### config.mk
export PLATFORM = sky130hd
export DESIGN_NAME = wide_mem_loader
export DESIGN_NICKNAME = d
export VERILOG_FILES = /design/src/rtl/wide_mem_loader.sv
export SDC_FILE = /design/constraint.sdc
export NUM_CORES = 1
export LEC_CHECK = 0
export CORE_UTILIZATION = 40
export CTS_CLUSTER_DIAMETER = 120
export DETAILED_ROUTE_END_ITERATION = 8
export PLACE_DENSITY = 0.77
export SYNTH_ARGS = -nofsm -noshare
export SYNTH_HDL_FRONTEND = slang
export SYNTH_SLANG_ARGS = --single-unit
### constraint.sdc
create_clock -name clk -period 1.8 [get_ports clk]
set_input_delay 0.36 -clock clk [delete_from_list [all_inputs] [get_ports clk]]
set_output_delay 0.36 -clock clk [all_outputs]
set_load 0.05 [all_outputs]
### src/rtl/wide_mem_loader.sv
// Purpose : stream a 64-bit valid/ready beat sequence into consecutive words of the wide memory port.
// Latency : memory write presented 1 cycle after each beat handshake; done 1 cycle after the last beat.
// Backpr. : s_ready high for the whole transfer (forced low by abort); cmd_ready high only when idle.
//
// Optional feature macro: LOADER_CHECKSUM_EN adds the 32-bit running checksum output.
//
// Ports:
//   clk, rstn                      single clock, asynchronous active-low reset
//   cmd_valid/cmd_ready            command handshake carrying cmd_addr (start word) and cmd_len (beats, 0 legal)
//   s_valid/s_ready/s_data/s_hmask data beat stream; s_hmask bit0 = [31:0], bit1 = [63:32]
//   abort                          ends a running transfer early (ignored when idle)
//   mem_en/mem_we/mem_addr/mem_din wide memory port drive (registered)
//   busy, done, aborted            status: busy through load and completion, one-cycle done/aborted pulses
//   checksum                       sum of both 32-bit halves of every accepted beat (macro builds only)

module wide_mem_loader #(
  parameter int AW = 11,
  parameter int LW = 12
) (
  input  logic          clk,
  input  logic          rstn,
  input  logic          cmd_valid,
  output logic          cmd_ready,
  input  logic [AW-1:0] cmd_addr,
  input  logic [LW-1:0] cmd_len,
  input  logic          s_valid,
  output logic          s_ready,
  input  logic [63:0]   s_data,
  input  logic [1:0]    s_hmask,
  input  logic          abort,
  output logic          mem_en,
  output logic [1:0]    mem_we,
  output logic [AW-1:0] mem_addr,
  output logic [63:0]   mem_din,
  output logic          busy,
  output logic          done,
  output logic          aborted
`ifdef LOADER_CHECKSUM_EN
  ,
  output logic [31:0]   checksum
`endif
);

  typedef enum logic [1:0] {
    ST_IDLE = 2'd0,
    ST_LOAD = 2'd1,
    ST_DONE = 2'd2
  } state_t;

  state_t        r_state;
  logic [AW-1:0] r_addr;
  logic [LW-1:0] r_remain;

  logic w_cmd_acc;
  logic w_beat_acc;

  // Handshake readies are decoded straight from state so a beat can be taken the cycle after accept.
  assign cmd_ready  = (r_state == ST_IDLE);
  assign s_ready    = (r_state == ST_LOAD) && !abort;
  assign w_cmd_acc  = cmd_valid && cmd_ready;
  assign w_beat_acc = s_valid && s_ready;

  always_ff @(posedge clk or negedge rstn) begin
    if (!rstn) begin
      r_state  <= ST_IDLE;
      r_addr   <= '0;
      r_remain <= '0;
      mem_en   <= 1'b0;
      mem_we   <= 2'b00;
      mem_addr <= '0;
      mem_din  <= '0;
      busy     <= 1'b0;
      done     <= 1'b0;
      aborted  <= 1'b0;
    end else begin
      // Strobes default low; mem_addr/mem_din hold between writes.
      mem_en  <= 1'b0;
      mem_we  <= 2'b00;
      done    <= 1'b0;
      aborted <= 1'b0;
      case (r_state)
        ST_IDLE: begin
          if (w_cmd_acc) begin
            r_addr   <= cmd_addr;
            r_remain <= cmd_len;
            busy     <= 1'b1;
            if (cmd_len == '0) begin
              r_state <= ST_DONE;
              done    <= 1'b1;
            end else begin
              r_state <= ST_LOAD;
            end
          end
        end
        ST_LOAD: begin
          // abort wins over a same-cycle beat (s_ready is already low for it).
          if (abort) begin
            r_state <= ST_DONE;
            done    <= 1'b1;
            aborted <= 1'b1;
          end else if (w_beat_acc) begin
            mem_en   <= 1'b1;
            mem_we   <= s_hmask;
            mem_addr <= r_addr;
            mem_din  <= s_data;
            r_addr   <= r_addr + 1'b1;   // wraps naturally at 2^AW
            r_remain <= r_remain - 1'b1;
            if (r_remain == LW'(1)) begin
              r_state <= ST_DONE;
              done    <= 1'b1;
            end
          end
        end
        ST_DONE: begin
          r_state <= ST_IDLE;
          busy    <= 1'b0;
        end
        default: begin
          r_state <= ST_IDLE;
          busy    <= 1'b0;
        end
      endcase
    end
  end

`ifdef LOADER_CHECKSUM_EN
  // Mask does not gate the sum: every accepted beat contributes both halves.
  always_ff @(posedge clk or negedge rstn) begin
    if (!rstn) begin
      checksum <= '0;
    end else if (w_cmd_acc) begin
      checksum <= '0;
    end else if (w_beat_acc) begin
      checksum <= checksum + s_data[31:0] + s_data[63:32];
    end
  end
`endif

endmodule

* After elaboration in Yosys (flattened, before gate mapping)
Index checks and enable logic that the tools add are counted.
Widths: inputs -> output; s select.
** Storage, ports and cells
- Word-level logic and storage cells :: 62
- Memory bits (writable) :: 0
- Memory bits (read-only) :: 0
- Latch bits :: 0
- Memories :: 0
- Bits in registers :: 106
- Output and inout port bits :: 83
** Operators by class
- Bitwise operators :: 2
- Shift-type cells :: 0
- Mux-type cells :: 30
- Reductions and logical operators :: 11
- Magnitude comparators :: 0
- Divide/modulo/power cells :: 0
- Multipliers :: 0
- Equal/unequal tests :: 7
- Add/subtract/negate cells :: 2
** Operators with widths (number)
- $mux 12 :: 3
- $mux 11 :: 3
- $pmux 12 s2 :: 1
- $pmux 11 s2 :: 1
- $mux 2 :: 8
- $eq 12x1->1 const B :: 1
- $logic_not 12->1 :: 1
- $sub 12x1->12 const B :: 1
- $add 11x1->11 const B :: 1
- $mux 1 :: 11
- $reduce_and 3->1 :: 2
- $ne 2x2->1 const B :: 2
- $pmux 1 s2 :: 2
- $pmux 2 s2 :: 1
- $reduce_and 4->1 :: 1
- $logic_and 1x1->1 :: 3
- $ne 3x2->1 const B :: 1
- $ne 3x3->1 const B :: 1
- $eq 2x1->1 const B :: 1
- $logic_not 2->1 :: 1
- $ne 2x1->1 const B :: 1
- $not 1->1 :: 2
- $reduce_and 2->1 :: 1
- $reduce_bool 2->1 :: 1
- $logic_not 1->1 :: 1

* Logic depth before layout (Yosys ltp)
- Depth after elaboration :: 6
- Mapped depth :: 7
- Gate-level depth less buffers :: 6

* Worst setup path before layout
OpenSTA, ideal clock, no wires.
- Kind :: register to register
- Start point :: register r_state[0]
- End point :: register r_addr[5]
- Cell stages (with the launch flop) :: 7
- Setup slack :: -0.237 ns
- Data required time :: 1.671 ns
- Data arrival time :: 1.908 ns
- Path buffers :: 2
- Cells stage by stage :: dfrtp_1 -> buf_2 -> nor2_1 -> a21oi_4 -> buf_2 -> o21ai_0 -> o21ai_0
** On the way
- Elaborated cells on any way between the ends :: 11
** RTL lines
- start: declaration :: line 50 : state_t r_state;
- start signal: assignment :: line 65 : r_state <= ST_IDLE;
- start signal: assignment :: line 88 : r_state <= ST_DONE;
- start signal: assignment :: line 91 : r_state <= ST_LOAD;
- $logic_not 2->1 (*) :: line 58 : assign cmd_ready = (r_state == ST_IDLE);
- net cmd_ready :: line 23 : output logic cmd_ready,
- $logic_and 1x1->1 :: line 60 : assign w_cmd_acc = cmd_valid && cmd_ready;
- $ne 2x1->1 (no line)
- $reduce_and 4->1 (no line)
- end signal: assignment :: line 84 : r_addr <= cmd_addr;
- end signal: assignment :: line 106 : r_addr <= r_addr + 1'b1;
- end: declaration :: line 51 : logic [AW-1:0] r_addr;
The timed path passes the listed nets; every way through them passes the cells marked *.
A chain may end at the register's enable or synchronous reset.

* Worst setup path after layout
- Start point :: register r_state[1]
- End point :: output s_ready
** On the way
- Cells in the longest elaborated chain, start to end :: 2
** RTL lines
- $eq 2x1->1 :: line 59 : assign s_ready = (r_state == ST_LOAD) && !abort;
- $logic_and 1x1->1 :: line 59
- end: declaration :: line 27 : output logic s_ready,
Every way passes these cells.

==> impl_metrics.csv <==
group,metric,value,unit
global_routing,antenna_found_initial,0,
timing,setup_viol,0,
logic_synthesis,ys_ff_latch,106,
critical_path,rr_worst_depth,4,
clocking,cts_setup_buffers,0,
critical_path,crit_path_top_delay_cell,"dfrtp_1",
global_routing,grt_pass1_wl,18200,um
timing,min_period_over_period,93.5,%
critical_path,critPathCaptureType,"output pin",
logic_synthesis,yosysSeqAreaShare,57.2,%
logic_synthesis,ys_types,44,
final_layout,diodes,0,
hold_path,whs_path_depth,1,
clocking,clk_pin_slew,70,ps
timing,relSlewSlack,69.7,%
final_layout,num-fill-cells,894,
timing,rsz0062_at_grt,"no",
placement,dp_cells,681,
final_layout,multi_input_area,0.00185,mm^2
final_layout,syn2layout_area_growth,47.9,%
clocking,clock_latency,330,ps
clocking,cts-root-buf,"clkbuf_16",
logic_synthesis,synth_top_area_share,57.2,%
die,ioPinCount,177,
placement,place.gp.congestion,0.794,
logic_synthesis,synth_commonest_cells,"106 x dfrtp_1, 58 x mux2_2, 24 x a21oi_1, 20 x o21ai_0, 18 x nor2_1",
logic_synthesis,avgSynthCellArea,12.8,um^2
critical_path,critPathKind,"flop to output pin",
final_layout,fin_nets,650,
status,outcome,"complete, no violations",
logic_synthesis,synthTopCellsByArea,"dfrtp_1 57%, mux2_2 14%, mux2_4 5.5%",
logic_synthesis,yosys_warnings,0,
routing,drc,0,
timing,fin_setup_tns,0,ps
logic_synthesis,yosys.cell_count.top_type,"dfrtp_1",
timing,max_freq,594,MHz
logic_synthesis,synthFlopType,"dfrtp_1",
power_and_ir_drop,powerDensity,2130,mW/mm^2
timing,clock_skew,6.22,ps
hold_path,min_to,"mem_din[52]",
routing,wl_per_cell,17.0,um
die,core,0.0111,mm^2
critical_path,arrival,1320,ps
clocking,cts-htree-levels,3,
hold_path,hp-class,"flop to flop",
clocking,numCtsBuffers,9,
timing,min_period,1680,ps
die,die_w,110,um
routing,wl,11800,um
timing,worst_pin_slew,450,ps
logic_synthesis,synth_edf_count,0,
critical_path,cpPeakStageDelay,380,ps
routing,postRouteAntennaNets,0,
timing,finalMaxSlewViolations,0,
global_routing,grt_overflow_total,0,
die,chipHeight,110,um
critical_path,worstReg2RegEnd,"r_remain[11]",
logic_synthesis,synthArstFlopShare,100,%
placement,place_area,0.00653,mm^2
die,start_util,41.8,%
run,maxCapViolations,0,
clocking,clockBufferDepth,2,
logic_synthesis,syn-cell-area,0.00464,mm^2
logic_synthesis,postSynthCellCount,361,
critical_path,required,1440,ps
routing,dr.pass1.iters,4,
power_and_ir_drop,p_leak,3.01,nW
hold_path,hold_path_startpoint,"mem_din[52]",
global_routing,grt_start_max_net_pins,43,
clocking,clock_sinks,106,
routing,via_per_inst,5.16,
final_layout,drive_above_1_share,37.3,%
critical_path,cp-start-kind,"flop",
placement,io_buffers,176,
logic_synthesis,synth_top_area_cell,"dfrtp_1",
die,std_cell_rows,38,
global_routing,track_usage,20.1,%
power_and_ir_drop,ir_drop,1.32,mV
die,dieArea,0.0120,mm^2
timing,hold_violations,0,
final_layout,final_area,0.00685,mm^2
final_layout,utilization,61.9,%
critical_path,r2r-start,"r_remain[2]",
routing,drtIter0Drc,268,
critical_path,worst-path-max-fanout,7,
placement,dp_hpwl,8750,um
critical_path,crit_chain,"buf_4 > nand2b_4 > nor2_4 > buf_12",
critical_path,r2r_setup_slack,160,ps
logic_synthesis,synth_nets,458,
global_routing,grt_pass1_vias,3583,
timing,hold_ws,507,ps
clocking,cts_tree,"yes",
final_layout,final-instance-count-excl-fill,698,
final_layout,seq_area,0.00265,mm^2
routing,vias,3605,
## state kept, by name, summed over array words and instances, names as in the netlist
signal	cells
r_state	2
busy	1
mem_din	64
r_addr	11
mem_addr	11
mem_en	1
done	1
aborted	1
r_remain	12
mem_we	2
## final cells by class
class / instances / share of cell area, %
inverter: 5 / 0.274
tap: 140 / 2.56
sequential: 106 / 38.7
multi-input combinational: 226 / 27.0
clock buffer: 12 / 3.45
clock inverter: 4 / 0.748
timing repair buffer: 205 / 27.3
## stage by stage
step           setup WS [ps]  power [mW]
6_report                 117        14.6
4_1_cts                 23.5        14.7
5_1_grt                 20.8        15.4
3_3_place_gp            -175        12.5
3_5_place_dp            -207        12.7
2_1_floorplan           86.1        9.95
## placed cells by master, fill, tap and decap left out, types with 3 or more instances in the layout
cell type          n
dfrtp_1          106
buf_4            104
clkdlybuf4s50_1   92
mux2_2            58
a21oi_1           24
o21ai_0           20
mux2_4            17
nor2_1            16
nand2_1           15
clkbuf_16          9
o22ai_1            8
buf_12             8
nand3_1            6
inv_1              5
nor4_1             5
nand4_1            5
a2bb2oi_1          5
and2_1             4
nor3_1             3
a311oi_1           3
and3_1             3
a22oi_1            3
ha_1               3
clkbuf_1           3
## layer usage
metal / share of wire, % / wire length, um / GRT usage [%]
met5: 0 / 0 / 0
met4: 1.3 / 149 / 6.95
met3: 7.3 / 864 / 5.16
met2: 50 / 5890 / 35.0
met1: 42 / 4940 / 24.1
## power by group
part           internal, mW  total [mW]  switching [mW]
Clock                  1.08        1.93           0.844
Combinational          3.14        8.34            5.20
Sequential             3.56        4.34           0.779
## kinds of logic (layout without fill, tap and decap cells)
group	count (synthesis)	count (layout)	synth area share, %
AOI/OAI and AO/OA	76	76	10.5
and+or+nand+nor	70	70	7.85
buffers and inverters	29	226	3.59
muxes	77	77	20.0
DFF	106	106	57.2
adders and majority gates	3	3	0.810
## critical path, delay by kind of cell (launching register included)
family / cells / cell delay [ps]
flip-flops: 1 / 380
AND/OR/NAND/NOR: 2 / 290
buffers and inverters: 2 / 310
## repair_timing
item | in CTS | in global routing
pin swaps | 0 | 0
hold buffers | 1 | 0
endpoints found under the hold margin | 26 | 0
setup endpoints to repair | 1 | 3
resized for setup | 2 | 3
## how the worst max path moves through the flow
stage	start	to	depth (start not counted)
final	r_state[1]	s_ready	4
after global routing	r_remain[2]	r_remain[11]	4
after CTS	r_state[1]	cmd_ready	4
after detailed placement	abort	mem_din[17]	4
after global placement	abort	mem_din[2]	4
after floorplan	r_state[0]	r_addr[5]	6
No activity file was read; power rests on OpenSTA's default activity.
